--- src/rtl/ccip_c0_rd_req_throttle.sv ---
// CCI-P c0 read-request throttle: queues AFU read headers and issues them on c0 Tx
// while the FIU has room and the in-flight read-line count stays within MAX_LINES.
module ccip_c0_rd_req_throttle #(
  parameter int DEPTH     = 16,
  parameter int MAX_LINES = 256
) (
  input  logic                           pClk,
  input  logic                           reset_n,
  input  logic                           afu_req_valid,
  input  logic [73:0]                    afu_req_hdr,
  output logic                           afu_req_ready,
  input  logic                           c0TxAlmFull,
  input  logic                           c0Rx_rspValid,
  input  logic [3:0]                     c0Rx_resp_type,
  output logic [74:0]                    c0Tx,
  output logic [$clog2(DEPTH):0]         fifo_count,
  output logic [$clog2(MAX_LINES+1)-1:0] lines_outstanding,
  output logic                           err_sticky
);

  localparam int PW = $clog2(DEPTH);
  localparam int CW = PW + 1;
  localparam int LW = $clog2(MAX_LINES + 1);
  localparam int SW = LW + 2;

  localparam logic [1:0] CL_LEN_1   = 2'b00;
  localparam logic [1:0] CL_LEN_2   = 2'b01;
  localparam logic [1:0] CL_LEN_4   = 2'b11;
  localparam logic [1:0] CL_LEN_BAD = 2'b10;
  localparam logic [3:0] RSP_RDLINE = 4'h0;

  // Encoding 2'b10 is undefined; it is charged as a single line.
  function automatic logic [2:0] line_len(input logic [1:0] cl);
    logic [2:0] len;
    case (cl)
      CL_LEN_1: len = 3'd1;
      CL_LEN_2: len = 3'd2;
      CL_LEN_4: len = 3'd4;
      default:  len = 3'd1;
    endcase
    return len;
  endfunction

  logic [73:0]   mem_q [DEPTH];
  logic [PW-1:0] wr_ptr_q, wr_ptr_d;
  logic [PW-1:0] rd_ptr_q, rd_ptr_d;
  logic [CW-1:0] cnt_q, cnt_d;
  logic [LW-1:0] lines_q, lines_d;
  logic          err_q, err_d;
  logic          ready_q, ready_d;
  logic          iss_vld_q, iss_vld_d;
  logic [73:0]   iss_hdr_q, iss_hdr_d;
  logic [74:0]   tx_q, tx_d;

  logic [73:0]   head_s;
  logic [2:0]    head_len_s;
  logic [SW-1:0] lines_sum_s;
  logic          push_s, issue_s, retire_s;

  // Head-of-queue evaluation and the per-cycle handshake decisions.
  always_comb begin
    head_s      = mem_q[rd_ptr_q];
    head_len_s  = line_len(head_s[69:68]);
    lines_sum_s = SW'(lines_q) + SW'(head_len_s);
    push_s      = afu_req_valid & ready_q;
    retire_s    = c0Rx_rspValid && (c0Rx_resp_type == RSP_RDLINE);
    issue_s     = (cnt_q != {CW{1'b0}}) && !c0TxAlmFull && (lines_sum_s <= SW'(MAX_LINES));
  end

  // Next-state for pointers, occupancy, line accounting and the issue pipeline.
  always_comb begin
    wr_ptr_d  = wr_ptr_q;
    rd_ptr_d  = rd_ptr_q;
    cnt_d     = cnt_q;
    lines_d   = lines_q;
    err_d     = err_q;
    iss_vld_d = issue_s;
    iss_hdr_d = iss_hdr_q;
    tx_d      = {tx_q[74:1], 1'b0};

    if (push_s) begin
      wr_ptr_d = wr_ptr_q + PW'(1);
    end else begin
      wr_ptr_d = wr_ptr_q;
    end

    if (issue_s) begin
      rd_ptr_d  = rd_ptr_q + PW'(1);
      iss_hdr_d = head_s;
      lines_d   = lines_q + LW'(head_len_s);
    end else begin
      rd_ptr_d  = rd_ptr_q;
      iss_hdr_d = iss_hdr_q;
      lines_d   = lines_q;
    end

    // A retire against an empty count is a protocol error and must not wrap.
    if (retire_s && (lines_q != {LW{1'b0}})) begin
      lines_d = lines_d - LW'(1);
    end else begin
      lines_d = lines_d;
    end

    case ({push_s, issue_s})
      2'b10:   cnt_d = cnt_q + CW'(1);
      2'b01:   cnt_d = cnt_q - CW'(1);
      default: cnt_d = cnt_q;
    endcase

    err_d = err_q
          | (issue_s && (head_s[69:68] == CL_LEN_BAD))
          | (retire_s && (lines_q == {LW{1'b0}}));

    if (iss_vld_q) begin
      tx_d = {iss_hdr_q, 1'b1};
    end else begin
      tx_d = {tx_q[74:1], 1'b0};
    end
  end

  assign ready_d = (cnt_d < CW'(DEPTH));

  // Control and output registers.
  always_ff @(posedge pClk or negedge reset_n) begin
    if (!reset_n) begin
      wr_ptr_q  <= {PW{1'b0}};
      rd_ptr_q  <= {PW{1'b0}};
      cnt_q     <= {CW{1'b0}};
      lines_q   <= {LW{1'b0}};
      err_q     <= 1'b0;
      ready_q   <= 1'b0;
      iss_vld_q <= 1'b0;
      iss_hdr_q <= 74'd0;
      tx_q      <= 75'd0;
    end else begin
      wr_ptr_q  <= wr_ptr_d;
      rd_ptr_q  <= rd_ptr_d;
      cnt_q     <= cnt_d;
      lines_q   <= lines_d;
      err_q     <= err_d;
      ready_q   <= ready_d;
      iss_vld_q <= iss_vld_d;
      iss_hdr_q <= iss_hdr_d;
      tx_q      <= tx_d;
    end
  end

  // Header storage has no reset; an entry is only read after it has been counted in.
  always_ff @(posedge pClk) begin
    if (push_s) begin
      mem_q[wr_ptr_q] <= afu_req_hdr;
    end
  end

  assign afu_req_ready     = ready_q;
  assign c0Tx              = tx_q;
  assign fifo_count        = cnt_q;
  assign lines_outstanding = lines_q;
  assign err_sticky        = err_q;

endmodule

--- config.mk ---
export PLATFORM = sky130hd
export DESIGN_NAME = ccip_c0_rd_req_throttle
export DESIGN_NICKNAME = d
export VERILOG_FILES = /design/src/rtl/ccip_c0_rd_req_throttle.sv
export SDC_FILE = /design/constraint.sdc
export NUM_CORES = 1
export LEC_CHECK = 0
export BUFFER_PORTS_ARGS = -buffer_cell sky130_fd_sc_hd__buf_2
export CAP_MARGIN = 20
export CORE_UTILIZATION = 60
export DETAILED_ROUTE_END_ITERATION = 6
export PLACE_DENSITY = 0.77
export RECOVER_POWER = 50
export SYNTH_ARGS = -nofsm -noshare
export SYNTH_HDL_FRONTEND = slang
export SYNTH_SLANG_ARGS = --single-unit
export TNS_END_PERCENT = 5
--- constraint.sdc ---
create_clock -name pClk -period 6.9 [get_ports pClk]
set_input_delay 1.725 -clock pClk [delete_from_list [all_inputs] [get_ports pClk]]
set_output_delay 1.725 -clock pClk [all_outputs]
set_load 0.01 [all_outputs]
==> metrics.txt, run 1 <==
status complete, but fails checks; failing checks capacitance limit, slew limit; WHS 0.4702 ns; RSZ-0062 raised after global routing no; ranking of synthesized cells by instance count 1,184 x edfxtp_1, 330 x mux4_2, 174 x dfrtp_1; Worst Setup Slack, final 1.171 ns; number of buffers inserted for hold repair after clock tree synthesis 0; layout overhead on the synthesized area 12.39%; most frequently used cell type in the post-synthesis netlist edfxtp_1; power density over the cells 418.9 nW/um2; total of flip-flops plus latches after synthesis 1,358; CP Class flip-flop to flip-flop; clk slew on worst S/H paths 0.06 ns; final cycle utilization of the critical path 0.8302; global-route layer with the greatest usage met2; leakage dissipation 19.21 nW; post-detailed-route via-to-cell ratio 6.490; # setup viols final 0; synth unique cells 64; buffer cell driving the clock tree root clkbuf_16; number of DRC markers after the initial detailed-route iteration 2,524; count of input and output buffers 173; total count of max-transition violations in the final report 174; Post-Place Setup Slack 1.001 ns; Total Routed Length 114,400 um; proportion of netlist area held by the largest area contributor 0.6862; grt ovf 0; library cell appearing most often on the critical path inv_1; area occupied by multi-input gates 11,330 um2; height of the die 295.9 um; largest area contributor in the synthesized netlist edfxtp_1; max-slew headroom at the worst pin -1.371; HPWL reported at the end of detailed placement 57,200 um; GR met1 Demand/Resource 0.3679; initial core utilization 0.6075; number of antenna-violating nets in the routed design 0; required time at the endpoint of the critical path 7.53 ns; largest net degree at the start of global routing 157; standard cell core area 85,280 um2; cell types occupying the most area after synthesis edfxtp_1 69%, mux4_2 14%, dfrtp_1 8.4%; max cap viols 5; total power 24.39 mW; Cell Count, Final, Fillers Out 3,769; clock tree from TritonCTS yes; setup fix buffers added after clock tree synthesis 0; top achievable clock speed 174.6 MHz; routing usage on met3 0.05089; crit-path cells nor2b_1 -> a221oi_1 -> a22oi_1 -> nand2_1 -> inv_1 -> ha_1 -> fa_1 -> a21o_1 -> a211o_1 -> a211oi_4 -> a31oi_4 -> inv_4 -> ha_1 -> inv_1 -> fa_1 -> inv_1 -> a21o_1 -> a21oi_1 -> xnor2_1 -> nor2_1 -> xor2_1 -> inv_1; synthesized cell area 51,810 um2; signal arrival time at the worst endpoint 6.36 ns; deepest clock path buffer count 3; routed len/inst 30.36 um; vias in the first global route 25,460; gpl congestion 0.7951; number of synthesis warnings 0; number of H-tree levels 4; Post-synth EDFFs 1,184; max incr delay on CP 0.93 ns; clk sink count 1,358; cell family contributing the most delay on the critical path compound AO/OA/AOI/OAI gates; wire length of the first global-routing pass 166,300 um; final-layout fill cell count 5,137; shortest clock period the worst path allows after layout 5.729 ns; flip-flop and latch area 39,920 um2; Post-Syn Area per Cell 22.84 um2; Post-Synthesis Net Count 2,366; area post-placement 54,010 um2; vias post-DR 24,460; Die W 295.9 um; length of the first detailed-routing pass in iterations 5; transition time at the pin with the least slew margin 3.556 ns; Placement Rows 107; peak supply drop 0.3330 mV; slowest CP cell dfrtp_4; count of cells resized by post-cts repair 0; final standard cell area without fillers 58,230 um2; met2 Track Usage GR 0.4434; Total Negative Setup Slacks 0 ns; final standard cell utilization of the core 0.6828; DRC viols 0; number of primary I/O pins 174; fraction of final layout cells sized beyond drive strength 1 0.3215; HP Class flip-flop to flip-flop; floorplan die area 87,530 um2; maximum fanout encountered on the critical timing path 51; Buf+Inv Stages, Crit Path 5; Worst Setup Start Kind flip-flop; global router's overall resource usage 0.2674; capturing element type of the critical path flip-flop; number of cells after detailed placement 3,517; part of the Yosys area used for sequential elements 0.7703; Gate Count Post-Synth 2,268; final net count 2,606; worst clock skew 0.03291 ns; number of hold violations in the final report 0; share of flip-flops with an asynchronous set or reset 0.1281; insertion delay of the later-clocked pin in the worst-skew pair 0.74 ns; most instantiated flip-flop cell in the synthesis netlist edfxtp_1; number of antenna violations at the first check in global routing 13; TritonCTS buffer count 133
==> state kept, by name, summed over array words and instances (netlist names), named ones only <==
| name | cells |
|---|---|
| fifo_count | 4 |
| lines_outstanding | 9 |
| iss_hdr_q | 74 |
| iss_vld_q | 1 |
| wr_ptr_q | 4 |
| mem_q | 1184 |
| err_sticky | 1 |
| rd_ptr_q | 4 |
| c0Tx | 75 |
| afu_req_ready | 1 |
==> cell usage in the layout, fill, tap and decap left out, types with 5 or more instances in the layout <==
cell type	count
edfxtp_1	1184
xor2_1	8
ha_1	13
nand3_1	5
a21oi_1	6
clkbuf_16	135
inv_1	11
mux2_2	129
xnor2_1	17
mux2i_1	45
clkinv_1	18
nor2_1	13
buf_2	97
dfrtp_1	170
and2_4	12
diode_2	6
clkbuf_1	103
o21ai_0	44
buf_4	45
inv_6	5
nand2_1	49
clkbuf_8	10
clkinv_2	29
inv_16	6
bufinv_16	7
mux4_2	330
mux2_1	5
o221ai_1	34
==> worst reg2reg max path, stage by stage, from the launching register on <==
cell and delay (ns):
dfrtp_4 0.93, nor2b_1 0.25, a221oi_1 0.38, a22oi_1 0.12
nand2_1 0.09, inv_1 0.09, ha_1 0.26, fa_1 0.51
a21o_1 0.26, a211o_1 0.34, a211oi_4 0.33, a31oi_4 0.15
inv_4 0.31, ha_1 0.32, inv_1 0.10, fa_1 0.41
inv_1 0.07, a21o_1 0.11, a21oi_1 0.07, xnor2_1 0.13
nor2_1 0.11, xor2_1 0.22, inv_1 0.06
==> final timing paths <==
path                               start             to  slack (ns)  cells after the start
min in group asynchronous        reset_n       c0Tx[73]        0.98                      1
max in group asynchronous        reset_n       c0Tx[53]        2.75                      2
hold / removal             iss_hdr_q[57]  iss_hdr_q[57]        0.47                      2
setup / recovery             rd_ptr_q[1]  afu_req_ready        1.17                     22
setup reg to reg             rd_ptr_q[1]  afu_req_ready        1.17                     22
hold reg to reg            iss_hdr_q[57]  iss_hdr_q[57]        0.47                      2
==> cell families after synthesis <==
| logic type | count (synthesis) | synth area share |
|---|---|---|
| multiplexers | 509 | 0.1813 |
| XOR/XNOR | 26 | 0.004540 |
| AO/OA/AOI/OAI | 118 | 0.01724 |
| AND/OR/NAND/NOR | 113 | 0.01094 |
| flip-flops | 1358 | 0.7703 |
| adder cells (fa/ha/maj) | 15 | 0.003912 |
| buffers and inverters | 129 | 0.01183 |
==> power by group <==
group | internal (mW) | switching, mW
clock network | 4.02 | 3.13
registers | 9.95 | 0.700
logic | 3.29 | 3.30
==> routing by layer <==
metal / routed length, um / vias up
li1: - / 10000
met3: 9170 / 205
met5: 114 / -
met2: 58400 / 1181
met4: 2442 / 16
met1: 44320 / 13050
==> layout make-up <==
| type | count | area share |
|---|---|---|
| sequential | 1358 | 0.6856 |
| tap | 1144 | 0.02458 |
| clock inverter | 75 | 0.01203 |
| antenna | 6 | 0.0002579 |
| multi-input combinational | 781 | 0.1946 |
| inverter | 12 | 0.0008165 |
| timing repair buffer | 222 | 0.02005 |
| clock buffer | 171 | 0.06206 |
(Power assumes the default switching activity.)
==> inputs of run 2 (changes only) <==
ABC_AREA = 1   (was not set)
CORE_UTILIZATION = 56   (was 60)
PLACE_DENSITY = 0.76   (was 0.77)
clock period = 5.2 ns   (was 6.9 ns; I/O delays follow)
==> metrics.txt, run 2 <==
status complete, but fails checks; failing checks capacitance limit, slew limit; clock tree from TritonCTS yes; count of input and output buffers 173 (unchanged); height of the die 308.3 um (+4.2%); total of flip-flops plus latches after synthesis 1,358 (unchanged); final-layout fill cell count 6,315 (+23%); vias in the first global route 32,030 (+26%); insertion delay of the later-clocked pin in the worst-skew pair 0.76 ns (+0.02 ns); area post-placement 54,730 um2 (+1.3%); Post-Syn Area per Cell 13.82 um2 (-40%); routing usage on met3 0.05215 (+0.001266); Post-Synthesis Net Count 3,900 (+65%); shortest clock period the worst path allows after layout 4.908 ns (-0.8203 ns); leakage dissipation 19.62 nW (+2.1%); clk slew on worst S/H paths 0.06 ns (about the same); vias post-DR 33,380 (+36%); number of hold violations in the final report 0 (unchanged); Placement Rows 111 (+3.7%); length of the first detailed-routing pass in iterations 5 (unchanged); number of H-tree levels 4 (unchanged); library cell appearing most often on the critical path nand2_1; peak supply drop 0.4990 mV (+50%); share of flip-flops with an asynchronous set or reset 0.1281 (unchanged); required time at the endpoint of the critical path 5.83 ns (-1.70 ns); synthesized cell area 52,540 um2 (+1.4%); grt ovf 0 (unchanged); largest net degree at the start of global routing 206 (+31%); max cap viols 5 (unchanged); total count of max-transition violations in the final report 197 (+13%); post-detailed-route via-to-cell ratio 6.325 (-2.5%); RSZ-0062 raised after global routing no; switching power share of the total 0.3521 (+0.06014); power density over the cells 575.7 nW/um2 (+37%); slowest CP cell dfrtp_4; part of the Yosys area used for sequential elements 0.7596 (-0.01066); Total Negative Setup Slacks 0 ns (unchanged); TritonCTS buffer count 135 (+1.5%); max-slew headroom at the worst pin -1.147 (+0.2238); max incr delay on CP 0.60 ns (-0.33 ns); initial core utilization 0.5689 (-0.03868); highest-count cells in the layout ignoring fill and taps 1,184 x edfxtp_1, 696 x nor2_1, 599 x o21ai_0; setup fix buffers added after clock tree synthesis 0 (unchanged); most frequently used cell type in the post-synthesis netlist edfxtp_1; layout overhead on the synthesized area 12.85%; Die W 308.3 um (+4.2%); count of cells resized by post-cts repair 0 (unchanged); Gate Count Post-Synth 3,802 (+68%); deepest clock path buffer count 3 (unchanged); GR met1 Demand/Resource 0.3794 (+0.01149); wire length of the first global-routing pass 193,100 um (+16%); clk sink count 1,358 (unchanged); number of antenna-violating nets in the routed design 0 (unchanged); floorplan die area 95,050 um2 (+8.6%); number of primary I/O pins 174 (unchanged); worst clock skew 0.02423 ns (-0.008678 ns); met2 Track Usage GR 0.4243 (-0.01905); number of flip-flops under the largest register name 1,184 (unchanged); global router's overall resource usage 0.2721 (+0.004687); final cycle utilization of the critical path 0.9439 (+0.1137); CP Class flip-flop to flip-flop; largest area contributor in the synthesized netlist edfxtp_1; cell types occupying the most area after synthesis edfxtp_1 68%, dfrtp_1 8.3%, o21ai_0 5.7%; number of synthesis warnings 0 (unchanged); standard cell core area 92,360 um2 (+8.3%); leading cell type in the layout, fill and taps excluded edfxtp_1; fraction of final layout cells sized beyond drive strength 1 0.1226 (-0.1989); gpl congestion 0.8777 (+10%); proportion of netlist area held by the largest area contributor 0.6767 (-0.009495); Post-synth EDFFs 1,184 (unchanged); most instantiated flip-flop cell in the synthesis netlist edfxtp_1; synth unique cells 42 (-34%); Clock Power Share 0.288 (-0.005); number of antenna violations at the first check in global routing 13 (unchanged); ranking of synthesized cells by instance count 1,184 x edfxtp_1, 712 x nor2_1, 599 x o21ai_0; top achievable clock speed 203.7 MHz (+17%); DRC viols 0 (unchanged); Worst Setup Start Kind flip-flop; buffer cell driving the clock tree root clkbuf_16; final standard cell area without fillers 59,290 um2 (+1.8%); final net count 4,015 (+54%); global-route layer with the greatest usage met2; HPWL reported at the end of detailed placement 62,860 um (+9.9%); internal power 22.11 mW (+28%); number of buffers inserted for hold repair after clock tree synthesis 0 (unchanged); routed len/inst 24.64 um (-19%); area occupied by multi-input gates 11,500 um2 (+1.5%); combinational group share of total power 0.303 (+0.033); transition time at the pin with the least slew margin 3.221 ns (-0.3357 ns); number of DRC markers after the initial detailed-route iteration 4,325 (+71%); signal arrival time at the worst endpoint 5.53 ns (-0.83 ns); register with the most flip-flops mem_q; flip-flop and latch area 39,920 um2 (unchanged); net switching power of the design 12.02 mW (+69%); Flop pwr share 0.410 (-0.027); maximum fanout encountered on the critical timing path 63 (+24%); HP Class flip-flop to flip-flop; # setup viols final 0 (unchanged); capturing element type of the critical path flip-flop; WHS 0.4793 ns (+0.009105 ns); Total Routed Length 130,000 um (+14%)
-- run 2: area by class of cell --
cell class	count	area share
Timing Repair Buffer	245	0.02693
Antenna cell	7	0.0002955
Sequential cell	1358	0.6734
Tap cell	1243	0.02623
Inverter	48	0.003334
Clock buffer	175	0.06190
Clock inverter	73	0.01401
Multi-Input combinational cell	2129	0.1939
-- run 2: routing by layer --
layer,vias up,part of all wire
li1,14570,-
met1,16600,0.39
met2,1893,0.47
met3,311,0.10
met4,12,0.031
met5,-,0.00065
-- run 2: power groups by stage --
stage | sequential (mW) | combinational [mW] | clock (mW)
after CTS | 14.0 | 10.1 | 9.89
after floorplan | 14.0 | 6.78 | 0
after global placement | 14.1 | 9.64 | 0
after global routing | 14.1 | 11.3 | 10.3
after detailed placement | 14.2 | 9.97 | 0
final | 14.0 | 10.3 | 9.83
-- run 2: logic make-up after synthesis --
group | count (synthesis) | share of synthesized area
muxes | 75 | 0.01605
and+or+nand+nor | 945 | 0.07092
xor gates and xnor gates | 13 | 0.002310
buffers and inverters | 315 | 0.02401
adders and majority gates | 15 | 0.003858
AOI/OAI and AO/OA | 1081 | 0.1232
DFF | 1358 | 0.7596
-- run 2: worst paths after layout --
kind / depth (start not counted) / startpoint / endpoint / slack, ns
min reg2reg: 2 / iss_hdr_q[29] / iss_hdr_q[29] / 0.48
min: 2 / iss_hdr_q[29] / iss_hdr_q[29] / 0.48
max: 26 / rd_ptr_q[1] / flip-flop / 0.29
max reg2reg: 26 / rd_ptr_q[1] / flip-flop / 0.29
max in group asynchronous: 2 / reset_n / iss_hdr_q[40] / 1.20
min in group asynchronous: 1 / reset_n / c0Tx[36] / 0.52
-- run 2: metrics by stage --
step	util	std cells	power (mW)	setup WS, ns
after floorplan	-	3802	20.80	-0.07430
after global placement	0.5926	5018	23.79	0.2528
after detailed placement	0.5926	5018	24.14	0.1489
after CTS	0.6413	5266	33.92	0.1212
after global routing	0.6419	5276	35.66	0.002145
final	0.6419	5278	34.13	0.2918
-- run 2: critical path: cells and delay by family (launching register included) --
family | cells | cell delay, ns
DFF | 1 | 0.60
AOI/OAI and AO/OA | 5 | 0.69
xor gates and xnor gates | 1 | 0.17
buffers and inverters | 4 | 0.64
and+or+nand+nor | 13 | 1.56
adders and majority gates | 3 | 1.05
